--- config.mk ---
export PLATFORM = sky130hd
export DESIGN_NAME = raster_stamp_serializer
export DESIGN_NICKNAME = d
export VERILOG_FILES = /design/src/rtl/raster_stamp_serializer.sv
export SDC_FILE = /design/constraint.sdc
export NUM_CORES = 1
export LEC_CHECK = 0
export ABC_AREA = 1
export CAP_MARGIN = 30
export CORE_AREA = 2 2 167 169
export DETAILED_ROUTE_END_ITERATION = 8
export DIE_AREA = 0 0 169 171
export GPL_ROUTABILITY_DRIVEN = 1
export GPL_TIMING_DRIVEN = 0
export PLACE_DENSITY = 0.77
export SYNTH_ARGS = -nofsm -noshare
export SYNTH_HDL_FRONTEND = slang
export SYNTH_SLANG_ARGS = --single-unit
export TNS_END_PERCENT = 1
--- constraint.sdc ---
create_clock -name clk -period 13.2 [get_ports clk]
set_input_delay 2.64 -clock clk [delete_from_list [all_inputs] [get_ports clk]]
set_output_delay 2.64 -clock clk [all_outputs]
set_load 0.02 [all_outputs]
--- src/rtl/raster_stamp_serializer.sv ---
// Serializes IN_QUADS-wide stamp bundles into OUT_LANES-wide beats, skipping empty beats.
// First beat one cycle after in_fire; one beat per cycle; upstream stalls on in_ready.
module raster_stamp_serializer #(
  parameter int IN_QUADS    = 4,
  parameter int OUT_LANES   = 2,
  parameter int STAMP_WIDTH = 64,
  localparam int BEATS      = IN_QUADS / OUT_LANES,
  localparam int BW         = (BEATS > 1) ? $clog2(BEATS) : 1
) (
  input  logic                              clk,
  input  logic                              reset,
  input  logic                              in_valid,
  input  logic [IN_QUADS*STAMP_WIDTH-1:0]   in_stamps,
  input  logic [IN_QUADS-1:0]               in_mask,
  input  logic                              in_done,
  output logic                              in_ready,
  output logic                              out_valid,
  output logic [OUT_LANES*STAMP_WIDTH-1:0]  out_stamps,
  output logic [OUT_LANES-1:0]              out_mask,
  output logic                              out_done,
  input  logic                              out_ready,
  output logic [31:0]                       perf_stamps
);

  localparam int SLW = OUT_LANES * STAMP_WIDTH;

  typedef enum logic {IDLE, SEND} state_e;

  state_e                          state_q, state_d;
  logic [BW-1:0]                   beat_q, beat_d;
  logic [IN_QUADS*STAMP_WIDTH-1:0] stamps_q;
  logic [IN_QUADS-1:0]             mask_q;
  logic                            done_q;
  logic [31:0]                     perf_q, perf_d;

  logic [BEATS-1:0] nz_in, nz_held;
  logic [BW-1:0]    first_in, last_held, next_held, load_beat;
  logic             is_last, in_fire, out_fire, load;
  logic [OUT_LANES-1:0] slice_mask;
  logic [31:0]      pop;

  // Per-beat "has any valid stamp" flags for the incoming and held bundles.
  always_comb begin
    nz_in   = '0;
    nz_held = '0;
    for (int b = 0; b < BEATS; b++) begin
      nz_in[b]   = |in_mask[b*OUT_LANES +: OUT_LANES];
      nz_held[b] = |mask_q[b*OUT_LANES +: OUT_LANES];
    end
  end

  // A done-only bundle has no nonzero slice, so last defaults to BEATS-1.
  always_comb begin
    first_in  = '0;
    last_held = BW'(BEATS - 1);
    for (int b = BEATS - 1; b >= 0; b--) begin
      if (nz_in[b]) first_in = BW'(b);
    end
    for (int b = 0; b < BEATS; b++) begin
      if (nz_held[b]) last_held = BW'(b);
    end
  end

  always_comb begin
    next_held = last_held;
    for (int b = BEATS - 1; b >= 0; b--) begin
      if (nz_held[b] && (BW'(b) > beat_q)) next_held = BW'(b);
    end
  end

  assign is_last   = (beat_q == last_held);
  assign load_beat = (|in_mask) ? first_in : BW'(BEATS - 1);

  always_comb begin
    out_stamps = '0;
    slice_mask = '0;
    for (int b = 0; b < BEATS; b++) begin
      if (beat_q == BW'(b)) begin
        out_stamps = stamps_q[b*SLW +: SLW];
        slice_mask = mask_q[b*OUT_LANES +: OUT_LANES];
      end
    end
  end

  assign out_valid = (state_q == SEND);
  assign out_mask  = out_valid ? slice_mask : '0;
  assign out_done  = out_valid & done_q & is_last;
  assign in_ready  = (state_q == IDLE) ? 1'b1 : (out_ready & is_last);

  assign in_fire  = in_valid & in_ready;
  assign out_fire = out_valid & out_ready;
  // An all-zero, not-done bundle is accepted but never stored.
  assign load     = in_fire & ((|in_mask) | in_done);

  always_comb begin
    pop = '0;
    for (int i = 0; i < OUT_LANES; i++) begin
      pop = pop + 32'(out_mask[i]);
    end
    perf_d = out_fire ? (perf_q + pop) : perf_q;
  end

  always_comb begin
    state_d = state_q;
    beat_d  = beat_q;
    case (state_q)
      IDLE: begin
        if (load) begin
          state_d = SEND;
          beat_d  = load_beat;
        end
      end
      SEND: begin
        if (out_fire) begin
          if (!is_last) begin
            beat_d = next_held;
          end else if (load) begin
            beat_d = load_beat;
          end else begin
            state_d = IDLE;
          end
        end
      end
      default: state_d = IDLE;
    endcase
  end

  always_ff @(posedge clk or negedge reset) begin
    if (!reset) begin
      state_q <= IDLE;
      beat_q  <= '0;
      perf_q  <= '0;
    end else begin
      state_q <= state_d;
      beat_q  <= beat_d;
      perf_q  <= perf_d;
    end
  end

  always_ff @(posedge clk) begin
    if (load) begin
      stamps_q <= in_stamps;
      mask_q   <= in_mask;
      done_q   <= in_done;
    end
  end

  assign perf_stamps = perf_q;

endmodule

==> run_summary.xml <==
<?xml version="1.0" encoding="UTF-8"?>
<metrics>
  <group name="synth">
    <metric name="yosys.cell_types.count" unit="">25</metric>
    <metric name="post_synth_fa_ha_maj_area_fraction" unit="%">0.284</metric>
    <metric name="synth_top_cell_area_share" unit="%">68.5</metric>
    <metric name="combinational_family_with_the_most_area_after_synthesis" unit="">simple AND/OR/NAND/NOR gates</metric>
    <metric name="yosys_reg_bits" unit="">295</metric>
    <metric name="synthMuxAreaShare" unit="%">0</metric>
    <metric name="synth_top_area_cell" unit="">sky130_fd_sc_hd__edfxtp_1</metric>
    <metric name="synth-warning-count" unit="">0</metric>
    <metric name="syn_nets" unit="">1219</metric>
    <metric name="netlist_area" unit="sq um">11400</metric>
    <metric name="post_synth_main_area_contributors" unit="">sky130_fd_sc_hd__edfxtp_1 (69%), sky130_fd_sc_hd__nand2_1 (16%), sky130_fd_sc_hd__dfrtp_1 (7.4%)</metric>
    <metric name="synth-main-ff-cell" unit="">sky130_fd_sc_hd__edfxtp_1</metric>
    <metric name="synth_xor_area_share" unit="%">1.91</metric>
    <metric name="synth_area_per_cell" unit="sq um">12.0</metric>
    <metric name="synth_seq_area_share" unit="%">76.0</metric>
    <metric name="synth-compound-area-share" unit="%">0.372</metric>
    <metric name="yosys.area_share.simple" unit="%">19.3</metric>
    <metric name="synth_cells" unit="">952</metric>
    <metric name="synth-async-reset-ratio" unit="%">11.5</metric>
    <metric name="synth_enable_flop_cells" unit="">261</metric>
  </group>
  <group name="sta">
    <metric name="max-slew-margin-rel" unit="%">37.1</metric>
    <metric name="clock-skew-final" unit="ps">19.9</metric>
    <metric name="tightest_slew" unit="ps">943</metric>
    <metric name="finalHoldViolations" unit="">0</metric>
    <metric name="fin_worst_hold_slack" unit="ps">526</metric>
    <metric name="finalMaxSlewViolations" unit="">0</metric>
    <metric name="fmaxAchievable" unit="MHz">149</metric>
    <metric name="setup_viol" unit="">0</metric>
    <metric name="period_needed" unit="ps">6730</metric>
    <metric name="setup-tns-final" unit="ps">0</metric>
    <metric name="post-route-period-util" unit="%">51.0</metric>
    <metric name="rsz0062_at_grt" unit="">false</metric>
    <metric name="worst_setup_slack_final" unit="ps">6470</metric>
  </group>
  <group name="critical_path">
    <metric name="timing.critical_path.to_type" unit="">primary output</metric>
    <metric name="cpPeakStageDelay" unit="ps">660</metric>
    <metric name="timing.critical_path.mode_cell" unit="">sky130_fd_sc_hd__clkdlybuf4s50_1</metric>
    <metric name="setup.worst_path.start_class" unit="">input pin</metric>
    <metric name="cp_max_stage_cell" unit="">sky130_fd_sc_hd__clkdlybuf4s50_1</metric>
    <metric name="crit_required" unit="ps">10560</metric>
    <metric name="timing.critical_path.cells" unit="">clkdlybuf4s50_1, nand3_1, nand2_1, clkdlybuf4s50_1</metric>
    <metric name="critPathArrivalTime" unit="ps">4090</metric>
    <metric name="crit_path_max_fanout" unit="">4</metric>
    <metric name="critical_path.top_delay_family" unit="">buffers and inverters</metric>
    <metric name="criticalPathCategory" unit="">input pin to primary output</metric>
    <metric name="critical_path_buf_inv_count" unit="">2</metric>
  </group>
  <group name="clocking">
    <metric name="postCtsSetupRepairBufs" unit="">0</metric>
    <metric name="cts_htree_levels" unit="">2</metric>
    <metric name="cts.root.buffer_cell" unit="">sky130_fd_sc_hd__clkbuf_16</metric>
    <metric name="clock_edge_transition_at_the_registers_on_the_reported_setup_and_hold_paths" unit="ps">60</metric>
    <metric name="post_cts.resized_instances" unit="">0</metric>
    <metric name="tritoncts" unit="">yes</metric>
    <metric name="cts-root-to-sink-buffers" unit="">3</metric>
    <metric name="tritoncts_buffer_count" unit="">34</metric>
    <metric name="clock_latency_on_the_worst_skew_pair" unit="ps">500</metric>
    <metric name="cts-hold-fix-buffers" unit="">0</metric>
    <metric name="clock_sinks" unit="">295</metric>
  </group>
  <group name="grt">
    <metric name="wire_length_of_the_first_global_routing_pass" unit="microns">47700</metric>
    <metric name="number_of_antenna_violations_at_the_first_check_in_global_routing" unit="">0</metric>
    <metric name="grt_start_max_net_pins" unit="">134</metric>
    <metric name="grt_usage" unit="%">22.1</metric>
    <metric name="first_global_vias" unit="">8591</metric>
    <metric name="remaining_global_route_overflow" unit="">0</metric>
  </group>
  <group name="routing">
    <metric name="detail_route.wirelength" unit="microns">32900</metric>
    <metric name="post-route-drc-count" unit="">0</metric>
    <metric name="first_pass_iters" unit="">5</metric>
    <metric name="drt-wirelength-per-cell" unit="microns">18.4</metric>
    <metric name="dr_total_vias" unit="">8601</metric>
    <metric name="via_per_inst" unit="">4.81</metric>
    <metric name="antenna_left" unit="">0</metric>
    <metric name="first_iter_violations" unit="">612</metric>
  </group>
  <group name="finish">
    <metric name="final_cells" unit="">1787</metric>
    <metric name="postLayoutCoreUtil" unit="%">62.9</metric>
    <metric name="area_of_all_placed_cells_without_fillers" unit="sq um">17200</metric>
    <metric name="final_net_count" unit="">1685</metric>
    <metric name="ratio_of_cells_with_drive_above_1_in_the_final_layout" unit="%">3.82</metric>
    <metric name="layout-area-overhead-vs-synth" unit="%">50.3</metric>
    <metric name="num_antenna_cells" unit="">0</metric>
  </group>
  <group name="power_and_ir_drop">
    <metric name="swShare" unit="%">35.0</metric>
    <metric name="leakage" unit="nW">6.78</metric>
    <metric name="power_density" unit="nW/um^2">194</metric>
    <metric name="max-vdd-ir-drop" unit="V">0.000139</metric>
    <metric name="switching_power" unit="mW">1.16</metric>
    <metric name="share_of_power_burned_in_combinational_logic" unit="%">38.3</metric>
    <metric name="finalPower" unit="mW">3.33</metric>
    <metric name="cell_internal_pwr" unit="mW">2.17</metric>
    <metric name="share_clk_of_total_power" unit="%">25.4</metric>
    <metric name="power.share.sequential" unit="%">36.4</metric>
  </group>
  <group name="die">
    <metric name="die-area" unit="sq um">28900</metric>
    <metric name="floorplan.core_area" unit="sq um">27300</metric>
    <metric name="initial_core_util" unit="%">41.9</metric>
    <metric name="ios" unit="">430</metric>
    <metric name="die_height" unit="microns">171</metric>
    <metric name="fp.dieW" unit="microns">169</metric>
    <metric name="floorplan.rows" unit="">61</metric>
  </group>
  <group name="placement">
    <metric name="dpl_cells" unit="">1728</metric>
    <metric name="detailedPlace.worstSlack" unit="ps">6460</metric>
    <metric name="io_buffer_count" unit="">429</metric>
    <metric name="post_dp_cell_area" unit="sq um">16200</metric>
    <metric name="hpwlAfterDp" unit="microns">24200</metric>
    <metric name="gp_routability_congestion" unit="">0.864</metric>
  </group>
  <group name="status">
    <metric name="status" unit="">completed</metric>
  </group>
  <group name="worst_hold_path">
    <metric name="min_path_type" unit="">flop to flop</metric>
  </group>
  <group name="job">
    <metric name="max-cap-violations" unit="">0</metric>
  </group>
</metrics>
-- final timing paths --
check                           slack (ps)                          end                         from  cells after the start
worst max register to register        9680  perf_stamps[22]$_DFFE_PN0P_           beat_q$_DFFE_PN0P_                     14
worst min-delay path                   530  perf_stamps[13]$_DFFE_PN0P_  perf_stamps[13]$_DFFE_PN0P_                      1
min in group asynchronous             2230   perf_stamps[8]$_DFFE_PN0P_                        reset                      1
max in group asynchronous            10470  perf_stamps[26]$_DFFE_PN0P_                        reset                      1
worst min register to register         530  perf_stamps[13]$_DFFE_PN0P_  perf_stamps[13]$_DFFE_PN0P_                      1
worst max-delay path                  6470                     in_ready                    out_ready                      4
-- state kept, by name (all words and copies together), names as in the netlist --
signal,cells
out_valid,1
stamps_q,256
beat_q,1
perf_stamps,32
done_q,1
mask_q,4
-- synthesized netlist by cell type (all sizes together), types with 2 or more instances --
master	n
inv	35
nand2	480
edfxtp	261
nor2	31
xnor2	9
dfrtp	34
nand4	10
xor2	16
nor3	19
buf	7
a21oi	2
clkbuf	23
nand3	15
o21ai	5
-- worst reg2reg max path: stages (launching register included) --
cell                       delay [ps]
sky130_fd_sc_hd__dfrtp_1          420
sky130_fd_sc_hd__inv_2            190
sky130_fd_sc_hd__clkbuf_1         610
sky130_fd_sc_hd__o21ai_0          150
sky130_fd_sc_hd__a21oi_1          310
sky130_fd_sc_hd__fa_1             360
sky130_fd_sc_hd__ha_1             200
sky130_fd_sc_hd__inv_1             80
sky130_fd_sc_hd__nor2_4           120
sky130_fd_sc_hd__nand2_2          100
sky130_fd_sc_hd__nor3_4           280
sky130_fd_sc_hd__nand3_2          180
sky130_fd_sc_hd__nor2_4           170
sky130_fd_sc_hd__nand3_1           90
sky130_fd_sc_hd__and2_1           160
-- area by class of cell --
class,instances,area (sq um)
Clock buffer,46,927
Clock inverter,13,70.1
Fill cell,2112,10100
Timing Repair Buffer,430,4320
Buffer,30,113
Inverter,35,139
Sequential cell,295,8690
Tap cell,346,433
Multi-Input combinational cell,592,2500
-- power by group through the flow --
stage | logic, mW | registers, mW | clock network (mW)
6_report | 1.27 | 1.21 | 0.845
5_1_grt | 1.37 | 1.22 | 0.902
4_1_cts | 1.29 | 1.21 | 0.861
3_5_place_dp | 1.28 | 1.23 | 0
3_3_place_gp | 1.25 | 1.27 | 0
2_1_floorplan | 0.602 | 1.26 | 0
-- logic make-up (layout without fill, tap and decap cells) --
family / count (synthesis) / count (layout)
AND/OR/NAND/NOR: 557 / 557
flip-flops: 295 / 295
XOR/XNOR: 25 / 25
AO/OA/AOI/OAI: 8 / 8
buffers and inverters: 65 / 554
adder cells (fa/ha/maj): 2 / 2
-- routing by layer --
metal	GRT usage (%)	vias to the layer above	share of wire, %
met2	39.8	365	52
li1	-	4098	-
met1	24.5	4063	36
met5	0	-	0.015
met4	8.88	2	3.9
met3	6.57	73	7.9
-- placed cells by master (no fill, tap or decap), types with 10 or more instances in the layout --
| cell | count |
|---|---|
| sky130_fd_sc_hd__nand3_1 | 14 |
| sky130_fd_sc_hd__clkbuf_16 | 35 |
| sky130_fd_sc_hd__nand2_1 | 478 |
| sky130_fd_sc_hd__nor2_1 | 29 |
| sky130_fd_sc_hd__nor3_1 | 16 |
| sky130_fd_sc_hd__xor2_1 | 16 |
| sky130_fd_sc_hd__dfrtp_1 | 34 |
| sky130_fd_sc_hd__edfxtp_1 | 261 |
| sky130_fd_sc_hd__nand4_1 | 10 |
| sky130_fd_sc_hd__clkdlybuf4s50_1 | 428 |
| sky130_fd_sc_hd__inv_1 | 33 |
| sky130_fd_sc_hd__clkbuf_1 | 33 |
Power figures use the tool's default switching activity.
